==> src/rtl/vga_fb_pkg.sv <==
// Timing constants, fetch state encoding and derived line-buffer sizes for the framebuffer fetch arbiter.
package vga_fb_pkg;

  localparam int unsigned H_ACTIVE     = 640;
  localparam int unsigned H_TOTAL      = 800;
  localparam int unsigned V_ACTIVE     = 480;
  localparam int unsigned V_TOTAL      = 525;
  localparam int unsigned PIX_PER_WORD = 8;

  typedef enum logic [1:0] {
    IDLE,
    FETCH,
    DRAIN
  } fetch_state_t;

  function automatic int unsigned words_f(input int unsigned h_active, input int unsigned ppw);
    return h_active / ppw;
  endfunction

  function automatic int unsigned lb_aw_f(input int unsigned words);
    return $clog2(words) + 1;
  endfunction

  localparam int unsigned WORDS   = words_f(H_ACTIVE, PIX_PER_WORD);
  localparam int unsigned LB_AW   = lb_aw_f(WORDS);
  localparam int unsigned COORD_W = $clog2(H_TOTAL) + 1;

endpackage

==> src/rtl/vga_fb_addr_gen.sv <==
// Framebuffer read address generator: page base + target line base + word index, held in a register.
module vga_fb_addr_gen
  import vga_fb_pkg::*;
#(
  parameter int unsigned ADDR_W = 17
) (
  input  logic               clk,
  input  logic               rst_n,
  input  logic               load,
  input  logic               advance,
  input  logic [COORD_W-1:0] line,
  input  logic               page,
  output logic [ADDR_W-1:0]  addr
);

  localparam logic [ADDR_W-1:0] PAGE_BASE = ADDR_W'(V_ACTIVE * WORDS);

  logic [ADDR_W-1:0] addr_q, addr_d;

  // Constant shift-add of the line number; the word index is then accumulated one per read.
  function automatic logic [ADDR_W-1:0] line_base(input logic [COORD_W-1:0] ln);
    logic [ADDR_W-1:0] acc;
    acc = '0;
    for (int unsigned b = 0; b < 32; b++) begin
      if (WORDS[b]) acc = acc + (ADDR_W'(ln) << b);
    end
    return acc;
  endfunction

  always_comb begin
    addr_d = addr_q;
    if (load) begin
      addr_d = (page ? PAGE_BASE : '0) + line_base(line);
    end else if (advance) begin
      addr_d = addr_q + ADDR_W'(1);
    end
  end

  always_ff @(posedge clk or negedge rst_n) begin
    if (!rst_n) addr_q <= '0;
    else        addr_q <= addr_d;
  end

  assign addr = addr_q;

endmodule

==> src/rtl/vga_fb_fetch_arbiter.sv <==
// Shares a single-port framebuffer RAM between h-blank line prefetch and host writes.
// Optional page flipping is enabled with VGA_FB_PAGE_FLIP_EN.
module vga_fb_fetch_arbiter
  import vga_fb_pkg::*;
#(
  parameter int unsigned DATA_W    = 64,
  parameter int unsigned ADDR_W    = 17,
  parameter int unsigned HOST_SLOT = 4
) (
  input  logic               vga_clk,
  input  logic               reset_n,
  input  logic [COORD_W-1:0] next_pixel_h,
  input  logic [COORD_W-1:0] next_pixel_v,
  input  logic               host_wr_valid,
  output logic               host_wr_ready,
  input  logic [ADDR_W-1:0]  host_wr_addr,
  input  logic [DATA_W-1:0]  host_wr_data,
  output logic               mem_en,
  output logic               mem_we,
  output logic [ADDR_W-1:0]  mem_addr,
  output logic [DATA_W-1:0]  mem_wdata,
  input  logic [DATA_W-1:0]  mem_rdata,
  output logic               lb_we,
  output logic [LB_AW-1:0]   lb_addr,
  output logic [DATA_W-1:0]  lb_wdata,
  output logic               underrun
`ifdef VGA_FB_PAGE_FLIP_EN
  ,
  input  logic               page_sel,
  output logic               page_active
`endif
);

  localparam int unsigned     IW        = LB_AW - 1;
  localparam int unsigned     SW        = (HOST_SLOT > 1) ? $clog2(HOST_SLOT) : 1;
  localparam logic [SW-1:0]   SLOT_LAST = SW'(HOST_SLOT - 1);
  localparam logic [IW-1:0]   IDX_LAST  = IW'(WORDS - 1);

  fetch_state_t       state_q, state_d;
  logic [IW-1:0]      idx_q, idx_d;
  logic [SW-1:0]      slot_q, slot_d;
  logic               bank_q, bank_d;
  logic               ready_q, ready_d;
  logic               underrun_q, underrun_d;
  logic               mem_en_q, mem_en_d;
  logic               mem_we_q, mem_we_d;
  logic [ADDR_W-1:0]  mem_addr_q, mem_addr_d;
  logic [DATA_W-1:0]  mem_wdata_q, mem_wdata_d;
  logic [LB_AW-1:0]   rd_tag_q, rd_tag_d;
  logic               lb_we_q, lb_we_d;
  logic [LB_AW-1:0]   lb_addr_q, lb_addr_d;
`ifdef VGA_FB_PAGE_FLIP_EN
  logic               page_q, page_d;
`endif

  logic [COORD_W-1:0] tgt;
  logic               trig, grant, load, advance, page_ld;
  logic [ADDR_W-1:0]  rd_addr;

  vga_fb_addr_gen #(.ADDR_W(ADDR_W)) u_addr_gen (
    .clk     (vga_clk),
    .rst_n   (reset_n),
    .load    (load),
    .advance (advance),
    .line    (tgt),
    .page    (page_ld),
    .addr    (rd_addr)
  );

  always_comb begin
    tgt  = (next_pixel_v == COORD_W'(V_TOTAL - 1)) ? '0 : next_pixel_v + COORD_W'(1);
    trig = (next_pixel_h == COORD_W'(H_ACTIVE)) && (tgt < COORD_W'(V_ACTIVE));

    state_d     = state_q;
    idx_d       = idx_q;
    slot_d      = slot_q;
    bank_d      = bank_q;
    underrun_d  = underrun_q;
    mem_en_d    = 1'b0;
    mem_we_d    = 1'b0;
    mem_addr_d  = '0;
    mem_wdata_d = '0;
    rd_tag_d    = '0;
    load        = 1'b0;
    advance     = 1'b0;
    grant       = ready_q & host_wr_valid;
    lb_we_d     = mem_en_q & ~mem_we_q;
    lb_addr_d   = rd_tag_q;

`ifdef VGA_FB_PAGE_FLIP_EN
    page_d  = page_q;
    page_ld = page_q;
    if (trig && (tgt == '0)) begin
      page_d  = page_sel;
      page_ld = page_sel;
    end
`else
    page_ld = 1'b0;
`endif

    if (grant) begin
      mem_en_d    = 1'b1;
      mem_we_d    = 1'b1;
      mem_addr_d  = host_wr_addr;
      mem_wdata_d = host_wr_data;
    end

    // A trigger always (re)starts at word 0; arriving mid-fetch means the old one was late.
    if (trig) begin
      if (state_q != IDLE) underrun_d = 1'b1;
      state_d = FETCH;
      idx_d   = '0;
      slot_d  = '0;
      bank_d  = tgt[0];
      load    = 1'b1;
    end else begin
      case (state_q)
        FETCH: begin
          if (next_pixel_h == '0) begin
            underrun_d = 1'b1;
            state_d    = IDLE;
          end else begin
            slot_d = (slot_q == SLOT_LAST) ? '0 : slot_q + SW'(1);
            if (!grant) begin
              mem_en_d   = 1'b1;
              mem_addr_d = rd_addr;
              rd_tag_d   = {bank_q, idx_q};
              advance    = 1'b1;
              idx_d      = idx_q + IW'(1);
              if (idx_q == IDX_LAST) state_d = DRAIN;
            end
          end
        end
        DRAIN: begin
          if (next_pixel_h == '0) underrun_d = 1'b1;
          state_d = IDLE;
        end
        default: ;
      endcase
    end

    ready_d = (state_d == IDLE) || ((state_d == FETCH) && (slot_d == SLOT_LAST));
  end

  always_ff @(posedge vga_clk or negedge reset_n) begin
    if (!reset_n) begin
      state_q     <= IDLE;
      idx_q       <= '0;
      slot_q      <= '0;
      bank_q      <= 1'b0;
      ready_q     <= 1'b0;
      underrun_q  <= 1'b0;
      mem_en_q    <= 1'b0;
      mem_we_q    <= 1'b0;
      mem_addr_q  <= '0;
      mem_wdata_q <= '0;
      rd_tag_q    <= '0;
      lb_we_q     <= 1'b0;
      lb_addr_q   <= '0;
`ifdef VGA_FB_PAGE_FLIP_EN
      page_q      <= 1'b0;
`endif
    end else begin
      state_q     <= state_d;
      idx_q       <= idx_d;
      slot_q      <= slot_d;
      bank_q      <= bank_d;
      ready_q     <= ready_d;
      underrun_q  <= underrun_d;
      mem_en_q    <= mem_en_d;
      mem_we_q    <= mem_we_d;
      mem_addr_q  <= mem_addr_d;
      mem_wdata_q <= mem_wdata_d;
      rd_tag_q    <= rd_tag_d;
      lb_we_q     <= lb_we_d;
      lb_addr_q   <= lb_addr_d;
`ifdef VGA_FB_PAGE_FLIP_EN
      page_q      <= page_d;
`endif
    end
  end

  assign host_wr_ready = ready_q;
  assign mem_en        = mem_en_q;
  assign mem_we        = mem_we_q;
  assign mem_addr      = mem_addr_q;
  assign mem_wdata     = mem_wdata_q;
  assign lb_we         = lb_we_q;
  assign lb_addr       = lb_addr_q;
  assign lb_wdata      = mem_rdata;
  assign underrun      = underrun_q;
`ifdef VGA_FB_PAGE_FLIP_EN
  assign page_active   = page_q;
`endif

endmodule

==> config.mk <==
export PLATFORM = sky130hd
export DESIGN_NAME = vga_fb_fetch_arbiter
export DESIGN_NICKNAME = d
export VERILOG_FILES = /design/src/rtl/vga_fb_pkg.sv /design/src/rtl/vga_fb_addr_gen.sv /design/src/rtl/vga_fb_fetch_arbiter.sv
export SDC_FILE = /design/constraint.sdc
export NUM_CORES = 1
export LEC_CHECK = 0
export ABC_AREA = 1
export BUFFER_PORTS_ARGS = -buffer_cell sky130_fd_sc_hd__buf_2
export CORE_AREA = 2 2 127 129
export CTS_BUF_LIST = sky130_fd_sc_hd__clkbuf_2 sky130_fd_sc_hd__clkbuf_4 sky130_fd_sc_hd__clkbuf_8
export DETAILED_ROUTE_END_ITERATION = 6
export DIE_AREA = 0 0 129 131
export GPL_ROUTABILITY_DRIVEN = 0
export PLACE_DENSITY = 0.71
export SYNTH_ARGS = -nofsm -noshare
export SYNTH_HDL_FRONTEND = slang
export SYNTH_SLANG_ARGS = --single-unit
==> constraint.sdc <==
create_clock -name vga_clk -period 4.8 [get_ports vga_clk]
set_input_delay 0.48 -clock vga_clk [delete_from_list [all_inputs] [get_ports vga_clk]]
set_output_delay 0.48 -clock vga_clk [all_outputs]
set_load 0.02 [all_outputs]
==> results of run 1 <==
==> worst reg2reg max path: stages (launching register included) <==
cell and delay [ns]:
dfrtp_1 0.41, nand2_2 0.10, buf_4 0.55, clkinv_1 0.67, a22o_1 0.45
==> cell usage after synthesis, drive strengths merged, types with 2 or more instances <==
library cell | n | area (um2)
inv | 151 | 567
buf | 71 | 538
o31ai | 14 | 105
xor2 | 14 | 123
a21oi | 13 | 65.1
a31oi | 2 | 12.5
dfrtp | 131 | 3280
nor2 | 118 | 468
ha | 14 | 175
o211ai | 4 | 30.0
o21ai | 20 | 104
a22oi | 2 | 15.0
nor3 | 13 | 65.1
nand4 | 11 | 68.8
nand3 | 53 | 293
nand2 | 116 | 440
clkbuf | 10 | 37.5
nor4 | 4 | 25.0
o221ai | 3 | 26.3
==> metal layers <==
metal,up-vias,global-route usage,routed length (um)
li1,2602,-,-
met1,2319,0.227,6600
met2,221,0.295,7220
met3,37,0.0403,1060
met4,0,0.0678,270
met5,-,0,0
==> area by class of cell <==
type,count,share of cell area
clock buffer,19,0.0334
clock inverter,13,0.0196
inverter,152,0.0746
multi-input combinational,410,0.275
sequential,131,0.428
tap,216,0.0353
timing repair buffer,202,0.134
==> power groups by stage <==
stage | Sequential, mW | Clock [mW] | Combinational [mW]
after detailed placement | 1.19 | 0 | 0.330
after floorplan | 1.24 | 0 | 0.215
after CTS | 1.17 | 0.963 | 0.332
after global placement | 1.19 | 0 | 0.327
after global routing | 1.18 | 1.01 | 0.372
final | 1.17 | 0.936 | 0.327
==> worst max-delay path by stage <==
stage                                                  to  slack, ns  cells after the start                    start
final                      u_addr_gen.addr[1]$_DFFE_PN0P_       2.43                     13          next_pixel_v[0]
after global routing                 idx_q[1]$_DFFE_PN0P_       2.12                     13          next_pixel_v[0]
after global placement               idx_q[1]$_DFFE_PN0P_       2.05                     13          next_pixel_v[0]
after floorplan           u_addr_gen.addr[12]$_DFFE_PN0P_       2.44                     17          next_pixel_v[0]
after CTS                          mem_addr[15]$_DFF_PN0_       2.44                      4  host_wr_ready$_DFF_PN0_
after detailed placement   u_addr_gen.addr[1]$_DFFE_PN0P_       2.01                     13          next_pixel_v[0]
==> stage by stage <==
stage / worst slack [ns] / total power [mW] / instance area (um2) / hold WS (ns) / util
detailed placement: 2.01 / 1.53 / 7250 / 0.335 / 0.465
floorplan: 2.44 / 1.46 / 6520 / 0.184 / -
CTS: 2.44 / 2.47 / 7650 / 0.0601 / 0.491
global route: 2.12 / 2.56 / 7650 / 0.0920 / 0.491
global placement: 2.05 / 1.52 / 7250 / 0.334 / 0.465
finish: 2.43 / 2.44 / 7650 / 0.0459 / 0.491
==> state kept, by name, indices dropped and copies added, names as in the netlist <==
| name | flops |
|---|---|
| mem_we | 1 |
| idx_q | 7 |
| slot_q | 2 |
| mem_wdata | 64 |
| lb_addr | 8 |
| mem_en | 1 |
| underrun | 1 |
| bank_q | 1 |
| mem_addr | 17 |
| host_wr_ready | 1 |
| lb_addr_d | 8 |
| state_q | 2 |
| lb_we | 1 |
| u_addr_gen.addr | 17 |
==> cells by family (layout without fill, tap and decap cells) <==
group | Yosys count | in the layout | synth area share
mux | 1 | 1 | 0.00173
simple gates | 318 | 318 | 0.212
compound gates | 61 | 61 | 0.0583
buf+inv | 233 | 386 | 0.176
fa+ha+maj | 15 | 15 | 0.0299
xor+xnor | 15 | 15 | 0.0201
flops | 131 | 131 | 0.502
==> flow_summary.ini, run 1 <==
[status]
run_status = completed

[pwr]
p_sw_frac = 0.279
total_leakage_power_nw = 4.43
powerDensity_mw_per_mm2 = 318
clockPowerShare = 0.384
power_report.internal_total_mw = 1.76
comb_power_share = 0.134
worst_ir_drop_on_vdd_v = 0.000148
net-switching-power_mw = 0.679
power_frac_seq = 0.482

[critical_path]
timing.critical_path.slowest_stage_cell = nor2_1
critical_path.top_delay_family = simple AND/OR/NAND/NOR gates
endpoint_kind_of_the_worst_setup_timing_path = flop
critical-path-top-cell-by-count = inv_1
critical_path.max_stage_delay_ns = 0.62
rr_endpoint = mem_addr[15]$_DFF_PN0_
r2r_cells = 4
r2r-start = host_wr_ready$_DFF_PN0_
crit_path_max_fanout = 11
critical_path.cell_chain = buf_2, ha_1, nand3_2, nor2_4, nand2_1, o21ai_2, nand2_2, inv_1, nand3_1, nor2_1, nor2_2, a22oi_1, inv_1
critical_path_required_ns = 5.12
cp.buffers_inverters = 3
critPathArrivalTime_ns = 2.69
criticalPathCategory = primary input to flop
critical_path.startpoint_type = primary input
ff2ff_setup_slack_ns = 2.51

[die]
dieHeight_um = 131
dieArea_mm2 = 0.0169
placeableCoreArea_mm2 = 0.0156
die-width_um = 129
io_pins = 328
standard_cell_rows = 46
initial_core_util = 0.418

[cts]
cts_root_buf = clkbuf_8
cts_tree = done
cts_made_buffers = 17
cts_post_setup_buffers_inserted = 0
clk_path_buf_depth = 2
clock_insertion_delay_worst_skew_ns = 0.43
cts_hold_buf = 0
cts_num_sinks = 131
post_cts_resized = 0
path_clk_slew_ns = 0.08
cts-htree-levels = 4

[min_path]
hp-class = primary input to asynchronous set/reset pin

[final_layout]
multi_input_comb_area_mm2 = 0.00210
nets = 1099
fillCellCount = 1512
layout.cells.most_common_list = buf_2, inv_1, dfrtp_1, nor2_1, nand2_1
finish.cell_count_without_fillers = 1143
ff_latch_area_mm2 = 0.00328
antenna_cells = 0
layout-area-overhead-vs-synth_pct = 17.3
drive_gt1_frac = 0.270
layout_commonest_cell = buf_2

[global_route]
groute.usage.overall = 0.177
grt_first_pass_wirelength_um = 23400
grt_remaining_overflow = 0
grt_pass1_vias = 4740
antenna_found_initial = 0
grt_max_degree = 76

[yosys]
ys.warnings.count = 0
mappedNetlistArea_mm2 = 0.00652
synth_area_per_cell_um2 = 8.43
synthesis.instances = 774
synth-seq-cells = 131
postSynthNetCount = 959
dominantRegCellSynth = dfrtp_1
synth_edf_count = 0
synth-seq-area-share = 0.502
proportion_of_register_bits_with_asynchronous_set_or_reset_after_synthesis = 1.00
netlist-cell-type-count = 40

[sta]
timing.setup.tns_ns = 0
timing.final.setup_violations = 0
final-hold-violation-count = 0
finalWorstPathRequiredPeriod_ns = 2.37
unrepaired_setup_endpoints_after_global_routing = false
finalClockSkew_ns = 0.00882
slew_headroom = 0.470
worst_slew_pin_slew_ns = 0.793
period_share = 0.494
timing.final.max_slew_violations = 0
achievable-frequency_ghz = 0.422

[routing]
detail_route.iter0.violations = 280
via_count = 5179
drt.antenna.violating_nets = 0
finalWirelength_um = 15200
drt-wirelength-per-cell_um = 13.3
vias_per_cell = 4.53
drt-pass1-iter-count = 6
drcViolationCount = 0

[job]
max_cap_viols = 0

[place]
io_buffers = 199
post-place-cells = 1111
final_hpwl_from_detailed_placement_um = 11300
No activity file was read; power rests on OpenSTA's default activity.
==> run 2, diff against run 1 <==
--- a/config.mk
+++ b/config.mk
@@ -5,14 +5,14 @@
 export SDC_FILE = /design/constraint.sdc
 export NUM_CORES = 1
 export LEC_CHECK = 0
-export ABC_AREA = 1
+export ABC_AREA = 0
 export BUFFER_PORTS_ARGS = -buffer_cell sky130_fd_sc_hd__buf_2
-export CORE_AREA = 2 2 127 129
+export CORE_AREA = 2 2 126 128
 export CTS_BUF_LIST = sky130_fd_sc_hd__clkbuf_2 sky130_fd_sc_hd__clkbuf_4 sky130_fd_sc_hd__clkbuf_8
 export DETAILED_ROUTE_END_ITERATION = 6
-export DIE_AREA = 0 0 129 131
+export DIE_AREA = 0 0 128 130
 export GPL_ROUTABILITY_DRIVEN = 0
-export PLACE_DENSITY = 0.71
+export PLACE_DENSITY = 0.7
 export SYNTH_ARGS = -nofsm -noshare
 export SYNTH_HDL_FRONTEND = slang
 export SYNTH_SLANG_ARGS = --single-unit
==> constraint.sdc (replaced) <==
create_clock -name vga_clk -period 2.5 [get_ports vga_clk]
set_input_delay 0.25 -clock vga_clk [delete_from_list [all_inputs] [get_ports vga_clk]]
set_output_delay 0.25 -clock vga_clk [all_outputs]
set_load 0.02 [all_outputs]
==> flow_summary.ini, run 2 <==
[critical_path]
r2r-start = state_q[1]$_DFF_PN0_
endpoint_kind_of_the_worst_setup_timing_path = flop
critical-path-top-cell-by-count = nor4_2
timing.critical_path.slowest_stage_cell = or4_4
critical_path.startpoint_type = primary input
critPathArrivalTime_ns = 2.83
criticalPathCategory = primary input to flop
critical_path_required_ns = 2.84
r2r_cells = 7
rr_endpoint = u_addr_gen.addr[6]$_DFFE_PN0P_
critical_path.cell_chain = buf_6, or4_4, or3_4, nand2_2, inv_2, ha_4, a21o_1, a21oi_2, nor4_2, buf_4, a211oi_4, nor4_2, a2bb2oi_1
crit_path_max_fanout = 3
ff2ff_setup_slack_ns = 0.41
critical_path.max_stage_delay_ns = 0.52

[sta]
slew_headroom = 0.360
fin_ws_ns = 0.0133
worst_slew_pin_slew_ns = 0.956
finalClockSkew_ns = 0.0113
achievable-frequency_ghz = 0.402
fin_hold_ws_ns = 0.0453
unrepaired_setup_endpoints_after_global_routing = true
finalWorstPathRequiredPeriod_ns = 2.49
period_share = 0.995
timing.final.max_slew_violations = 0
timing.final.setup_violations = 0
timing.setup.tns_ns = 0
final-hold-violation-count = 0

[final_layout]
nets = 932
layout.cells.most_common_list = buf_2, dfrtp_1, and3_1, buf_4, nand2_1
largest_register_ffs = 64
fillCellCount = 1411
antenna_cells = 0
post-route-util = 0.502
layout.cell_area.non_filler_mm2 = 0.00774
finish.cell_count_without_fillers = 952
layout-area-overhead-vs-synth_pct = 24.1
layout_commonest_cell = buf_2
drive_gt1_frac = 0.428

[min_path]
hold-path-endpoint = mem_addr[3]$_DFF_PN0_
whs_path_depth = 2
worstHoldStart = host_wr_addr[3]
hp-class = primary input to flop

[yosys]
ys.warnings.count = 0
dominantRegCellSynth = dfrtp_1
synthTopCellsByArea = dfrtp_1, buf_4, and3_1, ha_1, xnor2_1
synthTopCellsByCount = dfrtp_1, and3_1, buf_4
synth-seq-area-share = 0.526
postSynthNetCount = 754
synth_edf_count = 0
synth-seq-cells = 131
synth_top_area_share = 0.526
proportion_of_register_bits_with_asynchronous_set_or_reset_after_synthesis = 1.00
mappedNetlistArea_mm2 = 0.00623
synth.most_common_cell = dfrtp_1
library_cell_with_the_largest_summed_area_after_synthesis = dfrtp_1
netlist-cell-type-count = 63
synth_area_per_cell_um2 = 11.0
synthesis.instances = 569

[routing]
finalWirelength_um = 16500
drt-wirelength-per-cell_um = 17.3
detail_route.iter0.violations = 316
vias_per_cell = 5.08
drt.antenna.violating_nets = 0
drcViolationCount = 0
drt-pass1-iter-count = 4
via_count = 4832

[place]
final_hpwl_from_detailed_placement_um = 12500
post-place-cells = 916
io_buffers = 199
placement.cell_area_mm2 = 0.00728
dp_slack_ns = -0.565

[global_route]
grt_remaining_overflow = 0
antenna_found_initial = 0
grt_first_pass_wirelength_um = 25300
grt_max_degree = 66
grt_pass1_vias = 4811
groute.usage.overall = 0.197

[cts]
cts_num_sinks = 131
cts_made_buffers = 17
cts_tree = done
clock_insertion_delay_worst_skew_ns = 0.43
path_clk_slew_ns = 0.08
clk_path_buf_depth = 2
cts_root_buf = clkbuf_8
cts-htree-levels = 4

[pwr]
worst_ir_drop_on_vdd_v = 0.000272
total_leakage_power_nw = 4.15
powerDensity_mw_per_mm2 = 584
finalPower_mw = 4.52

[die]
die-width_um = 128
standard_cell_rows = 46
dieHeight_um = 130
placeableCoreArea_mm2 = 0.0154
io_pins = 328
initial_core_util = 0.404
dieArea_mm2 = 0.0166

[status]
run_status = completed

[job]
max_cap_viols = 0
## run 2: area by class of cell
cell class | count | area [um2] | share of cell area
Tap cell | 192 | 240 | 0.0310
Inverter | 16 | 70.1 | 0.00905
Clock inverter | 14 | 118 | 0.0152
Multi-Input combinational cell | 331 | 2370 | 0.306
Sequential cell | 131 | 3280 | 0.424
Clock buffer | 18 | 241 | 0.0312
Timing Repair Buffer | 250 | 1420 | 0.184
## run 2: critical path, delay by kind of cell
family,cells,cell delay (ns)
AND/OR/NAND/NOR,5,1.48
AO/OA/AOI/OAI,4,0.54
buffers and inverters,3,0.32
adder cells (fa/ha/maj),1,0.25
## run 2: how the worst max path moves through the flow
stage | cells after the start | to | start
final | 13 | u_addr_gen.addr[15]$_DFFE_PN0P_ | next_pixel_v[6]
after global routing | 13 | u_addr_gen.addr[15]$_DFFE_PN0P_ | next_pixel_v[6]
after CTS | 14 | u_addr_gen.addr[11]$_DFFE_PN0P_ | next_pixel_v[6]
after detailed placement | 15 | u_addr_gen.addr[12]$_DFFE_PN0P_ | next_pixel_v[1]
after global placement | 15 | u_addr_gen.addr[12]$_DFFE_PN0P_ | next_pixel_v[1]
after floorplan | 13 | u_addr_gen.addr[12]$_DFFE_PN0P_ | next_pixel_v[4]
## run 2: repair_timing
action | CTS | global route
gates resized for setup | 3 | 11
buffers inserted | 2 | 1
endpoints found under the setup margin | 3 | 6
hold endpoints to repair | 48 | 0
hold buffers | 1 | 0
pin swaps | 5 | 6
## run 2: cell families (layout without fill, tap and decap cells)
family / after synthesis / count (layout) / share of synthesized area
AO/OA/AOI/OAI: 64 / 64 / 0.0777
XOR/XNOR: 34 / 34 / 0.0478
adder cells (fa/ha/maj): 15 / 15 / 0.0313
buffers and inverters: 107 / 298 / 0.110
flip-flops: 131 / 131 / 0.526
multiplexers: 1 / 1 / 0.00161
AND/OR/NAND/NOR: 217 / 217 / 0.206
## run 2: where the power goes
| group | leakage [nW] | internal (mW) | switching [mW] | total, mW |
|---|---|---|---|---|
| sequential | 1.73 | 2.19 | 0.0274 | 2.22 |
| combinational | 2.25 | 0.293 | 0.388 | 0.681 |
| clock | 0.177 | 0.723 | 0.890 | 1.61 |
| total | 4.15 | 3.21 | 1.31 | 4.52 |
## run 2: metal layers
layer  track usage  wire [um]
met1         0.224       6500
met2         0.342       8200
met4        0.0892        507
met3        0.0599       1260
met5             0          0
